File: config.mk
export PLATFORM = sky130hd
export DESIGN_NAME = fmac_grp_sched
export DESIGN_NICKNAME = d
export VERILOG_FILES = /design/src/rtl/fmac_pkg.sv /design/src/rtl/fmac_res_fifo.sv /design/src/rtl/fmac_grp_sched.sv
export SDC_FILE = /design/constraint.sdc
export NUM_CORES = 1
export LEC_CHECK = 0
export CAP_MARGIN = 30
export CORE_MARGIN = 3
export CORE_UTILIZATION = 35
export DETAILED_ROUTE_END_ITERATION = 10
export HOLD_SLACK_MARGIN = 0.08
export MAX_ROUTING_LAYER = met4
export PLACE_DENSITY = 0.63
export SYNTH_ARGS = -nofsm -noshare
export SYNTH_HDL_FRONTEND = slang
export SYNTH_HIERARCHICAL = 1
export SYNTH_SLANG_ARGS = --single-unit
export TNS_END_PERCENT = 30
File: constraint.sdc
create_clock -name i_clk -period 2.4 [get_ports i_clk]
set_input_delay 0.24 -clock i_clk [delete_from_list [all_inputs] [get_ports i_clk]]
set_output_delay 0.24 -clock i_clk [all_outputs]
set_load 0.005 [all_outputs]
File: src/rtl/fmac_pkg.sv
// fmac_pkg
//   Types and default widths shared by the BFP group MAC (fmac) and its
//   sequencer fmac_grp_sched.
//   - res_t   : one captured fmac result with its row / last-group tags
//   - state_e : sequencer FSM states
//   The res_t field widths follow the *_DEF widths. Instantiate fmac_grp_sched
//   with its width parameters left at these defaults, or widen the defaults here.
package fmac_pkg;

    localparam int FPEXPSIZE_DEF = 8;   // fmac result exponent width
    localparam int FPMANSIZE_DEF = 24;  // fmac result mantissa width (sign + 23)
    localparam int ADDRW_DEF     = 10;  // act/weight buffer address width
    localparam int CNTW_DEF      = 8;   // row/group count width
    localparam int RDLAT_DEF     = 1;   // buffer read latency
    localparam int FMACLAT_DEF   = 1;   // fmac input-to-output latency
    localparam int FIFODEPTH_DEF = 4;   // result FIFO entries

    typedef enum logic [1:0] {
        ST_IDLE  = 2'd0,
        ST_RUN   = 2'd1,
        ST_DRAIN = 2'd2
    } state_e;

    typedef struct packed {
        logic [FPEXPSIZE_DEF-1:0] exp;
        logic [FPMANSIZE_DEF-1:0] man;
        logic [CNTW_DEF-1:0]      row;
        logic                     last;
    } res_t;

endpackage

File: src/rtl/fmac_res_fifo.sv
// fmac_res_fifo
//   Synchronous FIFO of res_t entries with an occupancy count.
//   Ports:
//     i_clk, i_reset_n  clock, async active-low reset (clears contents too)
//     i_push, i_data    write strobe and entry; ignored only if full and not popping
//     i_pop             read strobe; ignored while empty
//     o_valid, o_data   head valid and head entry (read from registered storage)
//     o_count           registered number of stored entries
//   A push and pop in the same cycle are both honoured and the count is unchanged.
module fmac_res_fifo
    import fmac_pkg::*;
#(
    parameter int DEPTH = FIFODEPTH_DEF
) (
    input  logic                       i_clk,
    input  logic                       i_reset_n,
    input  logic                       i_push,
    input  res_t                       i_data,
    input  logic                       i_pop,
    output logic                       o_valid,
    output res_t                       o_data,
    output logic [$clog2(DEPTH+1)-1:0] o_count
);

    localparam int CW = $clog2(DEPTH + 1);
    localparam int AW = (DEPTH > 1) ? $clog2(DEPTH) : 1;

    res_t            mem [DEPTH];
    logic [AW-1:0]   wr_ptr;
    logic [AW-1:0]   rd_ptr;
    logic [CW-1:0]   count;
    logic            do_push;
    logic            do_pop;

    function automatic logic [AW-1:0] next_ptr(input logic [AW-1:0] p);
        return (p == AW'(DEPTH - 1)) ? '0 : p + AW'(1);
    endfunction

    assign do_pop  = i_pop && (count != '0);
    // A full FIFO still accepts a push when the head leaves in the same cycle.
    assign do_push = i_push && ((count != CW'(DEPTH)) || do_pop);

    always_ff @(posedge i_clk or negedge i_reset_n) begin
        if (!i_reset_n) begin
            for (int i = 0; i < DEPTH; i++) begin
                mem[i] <= '0;
            end
            wr_ptr <= '0;
            rd_ptr <= '0;
            count  <= '0;
        end else begin
            if (do_push) begin
                mem[wr_ptr] <= i_data;
                wr_ptr      <= next_ptr(wr_ptr);
            end
            if (do_pop) begin
                rd_ptr <= next_ptr(rd_ptr);
            end
            if (do_push && !do_pop) begin
                count <= count + CW'(1);
            end else if (!do_push && do_pop) begin
                count <= count - CW'(1);
            end
        end
    end

    assign o_valid = (count != '0);
    assign o_data  = mem[rd_ptr];
    assign o_count = count;

endmodule

File: src/rtl/fmac_grp_sched.sv
// fmac_grp_sched
//   Sequencer for the BFP group MAC. Walks an N-row x K-group job (row outer,
//   group inner), issuing act/weight buffer reads whose data lands directly on
//   the fmac inputs. fmac has no valid/stall, so every read is tracked through a
//   tag pipe of depth RDLAT+FMACLAT and its result is captured into a result
//   FIFO when the tag exits. A read is issued only when the FIFO is guaranteed
//   room for it, so downstream backpressure never loses a result.
//   Ports:
//     i_clk, i_reset_n              clock, async active-low reset
//     i_start, i_num_grp (K),       job start (sampled in IDLE only) and job
//     i_num_row (N), i_act_base,    shape / base addresses
//     i_wgt_base
//     o_busy, o_done                FSM not IDLE; one-cycle completion pulse
//     o_act_rd_en/_addr,            buffer reads (both strobes identical)
//     o_wgt_rd_en/_addr
//     i_fmac_E, i_fmac_M            fmac registered result
//     o_res_valid, i_res_ready,     result stream: head entry with row index and
//     o_res_E/_M/_row/_last         last-group-of-row flag
//     o_dbg_state                   current FSM state (state_e encoding)
//   Result handshake: an entry transfers on every cycle with
//   o_res_valid && i_res_ready; while o_res_valid is high and i_res_ready is low
//   the head entry and o_res_valid hold.
module fmac_grp_sched
    import fmac_pkg::*;
#(
    parameter int FPEXPSIZE = FPEXPSIZE_DEF,
    parameter int FPMANSIZE = FPMANSIZE_DEF,
    parameter int ADDRW     = ADDRW_DEF,
    parameter int CNTW      = CNTW_DEF,
    parameter int RDLAT     = RDLAT_DEF,
    parameter int FMACLAT   = FMACLAT_DEF,
    parameter int FIFODEPTH = FIFODEPTH_DEF
) (
    input  logic                 i_clk,
    input  logic                 i_reset_n,
    input  logic                 i_start,
    input  logic [CNTW-1:0]      i_num_grp,
    input  logic [CNTW-1:0]      i_num_row,
    input  logic [ADDRW-1:0]     i_act_base,
    input  logic [ADDRW-1:0]     i_wgt_base,
    output logic                 o_busy,
    output logic                 o_done,
    output logic                 o_act_rd_en,
    output logic [ADDRW-1:0]     o_act_rd_addr,
    output logic                 o_wgt_rd_en,
    output logic [ADDRW-1:0]     o_wgt_rd_addr,
    input  logic [FPEXPSIZE-1:0] i_fmac_E,
    input  logic [FPMANSIZE-1:0] i_fmac_M,
    output logic                 o_res_valid,
    input  logic                 i_res_ready,
    output logic [FPEXPSIZE-1:0] o_res_E,
    output logic [FPMANSIZE-1:0] o_res_M,
    output logic [CNTW-1:0]      o_res_row,
    output logic                 o_res_last,
    output logic [1:0]           o_dbg_state
);

    localparam int PIPE = RDLAT + FMACLAT;
    localparam int CW   = $clog2(FIFODEPTH + 1);
    localparam int IW   = $clog2(PIPE + 1);

    state_e           state;
    logic [CNTW-1:0]  k_q;
    logic [CNTW-1:0]  n_q;
    logic [CNTW-1:0]  g_q;
    logic [CNTW-1:0]  r_q;
    logic [ADDRW-1:0] act_base_q;
    logic [ADDRW-1:0] wgt_addr_q;   // runs r*K+g ahead of the weight base
    logic             done_q;

    logic [PIPE-1:0]  pipe_vld;
    logic [CNTW-1:0]  pipe_row [PIPE];
    logic [PIPE-1:0]  pipe_last;

    logic [CW-1:0]    fifo_cnt;
    logic [IW-1:0]    inflight_cnt;
    logic             issue;
    logic             last_grp;
    logic             last_row;
    logic             res_pop;
    res_t             push_data;
    res_t             head;

    // In-flight reads are the valid tag pipe stages.
    always_comb begin
        inflight_cnt = '0;
        for (int i = 0; i < PIPE; i++) begin
            inflight_cnt = inflight_cnt + IW'(pipe_vld[i]);
        end
    end

    // Credit: every queued or in-flight result owns a FIFO slot. A pop in this
    // cycle is not credited, which keeps the check on registered state only.
    assign issue    = (state == ST_RUN) &&
                      ((int'(fifo_cnt) + int'(inflight_cnt)) < FIFODEPTH);
    assign last_grp = (g_q == k_q - CNTW'(1));
    assign last_row = (r_q == n_q - CNTW'(1));

    always_ff @(posedge i_clk or negedge i_reset_n) begin
        if (!i_reset_n) begin
            state      <= ST_IDLE;
            k_q        <= '0;
            n_q        <= '0;
            g_q        <= '0;
            r_q        <= '0;
            act_base_q <= '0;
            wgt_addr_q <= '0;
            done_q     <= 1'b0;
        end else begin
            done_q <= 1'b0;
            case (state)
                ST_IDLE: begin
                    if (i_start) begin
                        if ((i_num_grp == '0) || (i_num_row == '0)) begin
                            // Empty job: report completion without touching the buffers.
                            done_q <= 1'b1;
                        end else begin
                            k_q        <= i_num_grp;
                            n_q        <= i_num_row;
                            g_q        <= '0;
                            r_q        <= '0;
                            act_base_q <= i_act_base;
                            wgt_addr_q <= i_wgt_base;
                            state      <= ST_RUN;
                        end
                    end
                end
                ST_RUN: begin
                    if (issue) begin
                        wgt_addr_q <= wgt_addr_q + ADDRW'(1);
                        if (last_grp) begin
                            g_q <= '0;
                            r_q <= r_q + CNTW'(1);
                            if (last_row) begin
                                state <= ST_DRAIN;
                            end
                        end else begin
                            g_q <= g_q + CNTW'(1);
                        end
                    end
                end
                ST_DRAIN: begin
                    if ((inflight_cnt == '0) && (fifo_cnt == '0)) begin
                        done_q <= 1'b1;
                        state  <= ST_IDLE;
                    end
                end
                default: state <= ST_IDLE;
            endcase
        end
    end

    // Tag pipe: stage PIPE-1 is valid in the cycle the matching fmac result is
    // on i_fmac_E/M.
    always_ff @(posedge i_clk or negedge i_reset_n) begin
        if (!i_reset_n) begin
            pipe_vld  <= '0;
            pipe_last <= '0;
            for (int i = 0; i < PIPE; i++) begin
                pipe_row[i] <= '0;
            end
        end else begin
            pipe_vld[0]  <= issue;
            pipe_row[0]  <= r_q;
            pipe_last[0] <= last_grp;
            for (int i = 1; i < PIPE; i++) begin
                pipe_vld[i]  <= pipe_vld[i-1];
                pipe_row[i]  <= pipe_row[i-1];
                pipe_last[i] <= pipe_last[i-1];
            end
        end
    end

    assign push_data.exp  = i_fmac_E;
    assign push_data.man  = i_fmac_M;
    assign push_data.row  = pipe_row[PIPE-1];
    assign push_data.last = pipe_last[PIPE-1];
    assign res_pop        = o_res_valid && i_res_ready;

    fmac_res_fifo #(
        .DEPTH (FIFODEPTH)
    ) u_fifo (
        .i_clk     (i_clk),
        .i_reset_n (i_reset_n),
        .i_push    (pipe_vld[PIPE-1]),
        .i_data    (push_data),
        .i_pop     (res_pop),
        .o_valid   (o_res_valid),
        .o_data    (head),
        .o_count   (fifo_cnt)
    );

    assign o_busy        = (state != ST_IDLE);
    assign o_done        = done_q;
    assign o_act_rd_en   = issue;
    assign o_wgt_rd_en   = issue;
    assign o_act_rd_addr = act_base_q + ADDRW'(g_q);
    assign o_wgt_rd_addr = wgt_addr_q;
    assign o_res_E       = head.exp;
    assign o_res_M       = head.man;
    assign o_res_row     = head.row;
    assign o_res_last    = head.last;
    assign o_dbg_state   = state;

endmodule

Word-level counts from Yosys, hierarchy flattened. Index checks and enable logic that the tools add are counted. W data, S select, Z words.

Add/subtract/negate cells: 12. Magnitude comparators: 4. Eq/ne operators: 13. Multiplexer cells: 33. Bitwise logic cells: 3. Reduce and logical (&&, ||, !) cells: 25.

Operator list (count): $bwmux W164 (1); $mux W41 (3); $bmux W41 S2 (1); $demux W41 S2 (1); $mux W8 (6); $pmux W8 S2 (2); $mux W10 (3); $pmux W10 S2 (1); $add A8 B1 Y8 const B (2); $eq A8 B8 Y1 (2); $logic_not A8 Y1 (2); $mux W2 (8); $sub A8 B1 Y8 const B (2); $ne A2 B2 Y1 const B (6); $add A10 B1 Y10 const B (1); $add A10 B8 Y10 (1); $logic_and A1 B1 Y1 (8); $eq A2 B2 Y1 const B (3); $ge A3 B3 Y1 const B (2); $mux W3 (2); $not A2 Y3 (2); $pmux W2 S3 (1); $reduce_and A6 Y1 (1); $reduce_bool A2 Y1 (3); 20 further kinds (26).

Flip-flop bits (word level): 246. Input bits: 72. Output and inout port bits: 68. Logic and storage cells: 121.

Depth between registers and ports, before layout.
Depth after elaboration: 9. Gate-level depth with buffers: 11. Depth with buffers taken out: 10.

Hierarchy. The synthesis kept the hierarchy.

Modules (own cells, without submodules): fmac_res_fifo (times used 1, cells each 435, area each 7547.2 µm², seq. area each 4279.1 µm²); fmac_grp_sched (times used 1, cells each 422, area each 3920.0 µm², seq. area each 1876.8 µm²).

Least setup slack after synthesis. No wires, ideal clock.

Path kind: flip-flop to flip-flop. Start point: reg u_fifo.count[1] (netlist: u_fifo/o_count[1]). End point: reg u_fifo.count[1] (netlist: u_fifo/o_count[1]). Library setup time: 0.125 ns. Arrival: 2.582 ns. Required time: 2.275 ns. Setup slack: -0.306 ns. Cell stages (with the launch flop): 9. Buffers on the path: 0. Clock period less this slack: 2.706 ns. Path through: dfrtp_1 -> or3_1 -> and2_1 -> nor4b_4 -> and2b_2 -> ha_1 -> inv_1 -> fa_1 -> mux2_2.

Word-level cells in the longest chain between the ends: 8. Elaborated cells between the ends (all ways): 15. Classes of those cells: add/sub (2); eq/ne (1); mux (2); reduce/logical (10).

Ends and longest elaborated chain: start, declared (RTL line fmac_res_fifo.sv:31) `logic [CW-1:0] count;`; start signal, assigned (RTL line fmac_res_fifo.sv:60) `count <= count + CW'(1);`; start signal, assigned (RTL line fmac_res_fifo.sv:62) `count <= count - CW'(1);`; $reduce_bool A3 Y1 * (RTL line fmac_res_fifo.sv:67) `assign o_valid = (count != '0);`; net o_res_valid (RTL line fmac_grp_sched.sv:49) `output logic o_res_valid,`; $logic_and A1 B1 Y1 * (RTL line fmac_grp_sched.sv:178) `assign res_pop = o_res_valid && i_res_ready;`; net res_pop (RTL line fmac_grp_sched.sv:80) `logic res_pop;`; $logic_and A1 B1 Y1 * (RTL line fmac_res_fifo.sv:39) `assign do_pop = i_pop && (count != '0);`; $logic_or A1 B1 Y1 * (RTL line fmac_res_fifo.sv:41) `assign do_push = i_push && ((count != CW'(DEPTH)) || do_pop);`; $logic_and A1 B1 Y1 * (RTL line fmac_res_fifo.sv:41); net u_fifo.do_push (RTL line fmac_res_fifo.sv:32) `logic do_push;`; $logic_not A1 Y1 (RTL line fmac_res_fifo.sv:61) `end else if (!do_push && do_pop) begin`; $logic_and A1 B1 Y1 (RTL line fmac_res_fifo.sv:61); $reduce_bool A2 Y1 (no line).

The timed path passes the listed nets; every way through them passes the cells marked *. The select of a mux whose other input is x is not followed. A chain may end at the register's enable or synchronous reset.

Worst setup path after layout.
Start point: reg act_base_q[0]. End point: out o_act_rd_addr[8].

Word-level cells in the longest chain between the ends: 1.

Ends and longest elaborated chain: start, declared (RTL line fmac_grp_sched.sv:67) `logic [ADDRW-1:0] act_base_q;`; start signal, assigned (RTL line fmac_grp_sched.sv:122) `act_base_q <= i_act_base;`; $add A10 B8 Y10 (RTL line fmac_grp_sched.sv:197) `assign o_act_rd_addr = act_base_q + ADDRW'(g_q);`; end, declared (RTL line fmac_grp_sched.sv:44) `output logic [ADDRW-1:0] o_act_rd_addr,`.

No other way between the ends.

==> impl_metrics.yaml <==
clocking:
  cts_tree: "built"
  htree_num_levels: 1
  cts_buffer_depth: 3
  cts_root_buf: "clkbuf_16"
  clock_latency_ns: 0.54
  clk_pin_slew_ns: 0.06
  tritoncts.num_buffers: 27
  cts.sinks: 246
placed_design:
  place_ws_ns: -0.309
  dpl.hpwl_um: 16800
  portBuffers: 139
  dp_cells: 1445
  dpl_cell_area_um2: 13700
  gp_congestion: 0.797
setup_path:
  worst-r2r-setup-slack_ns: -0.15
  start_kind: "flop"
  worstPathRequired_ns: 2.16
  endpoint_kind: "output pin"
  crit_arrival_ns: 2.52
  path_max_fanout: 2
  crit_type: "flop to output pin"
power_and_ir_drop:
  p_seq_frac: 0.341
  p_total_mw: 19.8
  leakagePower_nw: 6.62
  power.share.clock: 0.215
  intPower_mw: 13.6
  ir_worst_vdd_mv: 0.599
  power_density_nw_per_um2: 1310
  power_frac_comb: 0.444
  p_sw_mw: 6.14
  switching_share: 0.311
synth:
  synth_top_area_share: 0.537
  netlist_instances: 857
  synth_area_leader_cell: "dfrtp_1"
  yosysMostFrequentCell: "dfrtp_1"
  yosysUniqueCellTypes: 59
  synth_edf_count: 0
  ys_seq_area_frac: 0.537
  syn_area_um2: 11500
  async_flop_share: 1.00
  synth_area_leaders: "dfrtp_1, mux2_2, mux4_2"
  ys_ff_latch: 246
  yosys_warnings: 6
  syn_nets: 953
  synth_ff_type: "dfrtp_1"
  avgSynthCellArea_um2: 13.4
  yosys-top-cells-count: "dfrtp_1, mux2_2, nand2_1, mux4_2, nor2_1"
global_route:
  groute.usage.overall: 0.153
  antenna_found_initial: 0
  grt_pass1_vias: 7988
  overflow: 0
  grt_pass1_wl_um: 42700
  grt_max_degree: 71
route:
  vias: 7507
  antenna_left: 0
  drc: 0
  vias_per_cell: 4.93
  wire_per_inst_um: 17.0
  firstDrtPassIters: 4
  first_iter_violations: 327
  drt_wl_total_um: 26000
cells_and_area:
  antenna_cells: 0
  nets: 1164
  finish.utilization: 0.472
  fill_cells: 2886
  synthToLayoutAreaGrowth_pct: 31.5
  stdcell_count: 1524
  drive_gt1_frac: 0.372
  final_cell_area_um2: 15100
floorplan:
  dieArea_um2: 35000
  rows: 65
  top_level_ports: 140
  core_um2: 32000
  die_y_um: 187
  die_w_um: 187
  initial_utilization: 0.359
min_path:
  hp-class: "input pin to flop"
timing:
  rsz0062_at_grt: "true"
  setup_viol: 10
  setup_ws_ns: -0.359
  period_share: 1.15
  maxSlewViolCount: 0
  max_freq_ghz: 0.362
  hold_violations: 0
  max_slew_margin: 0.578
  fin_skew_ns: 0.0117
  post-route-min-period_ns: 2.76
  worstMarginPinSlew_ns: 0.631
run_status:
  failed_checks: "setup timing"
  status: "finished with violations"
flow_run:
  max_cap_violations: 0
-- power by group through the flow --
stage	Clock [mW]	Sequential (mW)	Combinational, mW
2_1_floorplan	0	6.55	5.13
3_3_place_gp	0	6.77	8.43
3_5_place_dp	0	6.85	8.54
4_1_cts	4.37	6.76	8.74
5_1_grt	4.54	6.97	9.57
6_report	4.25	6.74	8.78
-- worst max-delay path, cell delays in order (launching register included) --
cell and delay (ns):
dfrtp_1 0.38, ha_2 0.20, inv_2 0.06, fa_2 0.19
nor2b_1 0.05, o21ai_1 0.14, nand2b_1 0.09, a21o_1 0.16
a21o_1 0.18, a311oi_2 0.25, xnor2_1 0.15, buf_2 0.13
-- layout make-up --
type / instances / area, µm² / area share
clock buffer: 38 / 787 / 0.0522
clock inverter: 12 / 140 / 0.00929
inverter: 23 / 88.8 / 0.00589
multi-input combinational: 545 / 5140 / 0.341
sequential: 246 / 6160 / 0.409
tap: 435 / 544 / 0.0361
timing repair buffer: 225 / 2210 / 0.147
-- registers in the layout, indices dropped and copies added, names as in the netlist --
signal,flops
u_fifo/o_count,3
o_wgt_rd_addr,10
pipe_row,16
g_q,8
act_base_q,10
r_q,8
u_fifo/wr_ptr,2
pipe_last,2
o_dbg_state,2
o_done,1
k_q,8
n_q,8
pipe_vld,2
u_fifo/mem,164
u_fifo/rd_ptr,2
-- cell usage in the layout, fill, tap and decap left out, types with 6 or more instances in the layout --
master | netlist | layout
mux2_2 | 169 | 169
inv_2 | 1 | 6
buf_2 | 12 | 9
nand3_1 | 12 | 12
dfrtp_1 | 246 | 243
dlygate4sd2_1 | 0 | 22
ha_1 | 22 | 16
buf_6 | 16 | 10
mux4_2 | 41 | 41
clkbuf_8 | 0 | 7
clkbuf_16 | 0 | 28
xnor2_1 | 21 | 19
nor2_1 | 29 | 23
buf_4 | 1 | 64
nand2_1 | 101 | 100
a21oi_1 | 18 | 15
inv_1 | 22 | 16
xor2_1 | 16 | 15
dlymetal6s2s_1 | 0 | 15
buf_12 | 0 | 10
a21o_1 | 6 | 6
o21ai_0 | 21 | 19
clkdlybuf4s50_1 | 0 | 86
-- per-layer routing --
metal  up-vias  track usage  part of all wire
met5         -            -                 0
met4         0       0.0363             0.019
met3        41       0.0322             0.053
met2       175        0.239              0.47
met1      3793        0.206              0.46
li1       3498            -                 -
-- final timing paths --
check	startpoint	to	cells after the start
worst max-delay path	act_base_q[0]$_DFFE_PN0P_	o_act_rd_addr[8]	11
worst min-delay path	i_act_base[5]	act_base_q[5]$_DFFE_PN0P_	3
worst max register to register	u_fifo/o_count[1]$_DFFE_PN0P_	u_fifo/o_count[1]$_DFFE_PN0P_	9
worst min register to register	pipe_row[8]$_DFF_PN0_	pipe_row[0]$_DFF_PN0_	0
max in group asynchronous	i_reset_n	u_fifo/mem[117]$_DFFE_PN0P_	3
min in group asynchronous	i_reset_n	u_fifo/mem[100]$_DFFE_PN0P_	2
-- metrics by stage --
step	setup TNS, ns	hold WS (ns)
2_1_floorplan	-0.123	-0.0556
3_3_place_gp	-0.794	0.252
3_5_place_dp	-1.32	0.251
4_1_cts	-3.61	0.203
5_1_grt	-3.00	0.226
6_report	-1.42	0.222
-- cells by family after synthesis --
kind of cell               count (synthesis)  synth area share
DFF                                      246             0.537
muxes                                    211             0.247
and+or+nand+nor                          196            0.0817
AOI/OAI and AO/OA                         77            0.0446
buffers and inverters                     66            0.0337
xor gates and xnor gates                  37            0.0283
adders and majority gates                 24            0.0275
-- repair_timing --
item,in CTS,in global routing
endpoints found under the hold margin,65,0
setup buffers,15,13
hold buffers,1,0
resized for setup,100,44
pin swaps,20,13
gates cloned,2,1
endpoints found under the setup margin,64,50
Power figures use the tool's default switching activity.
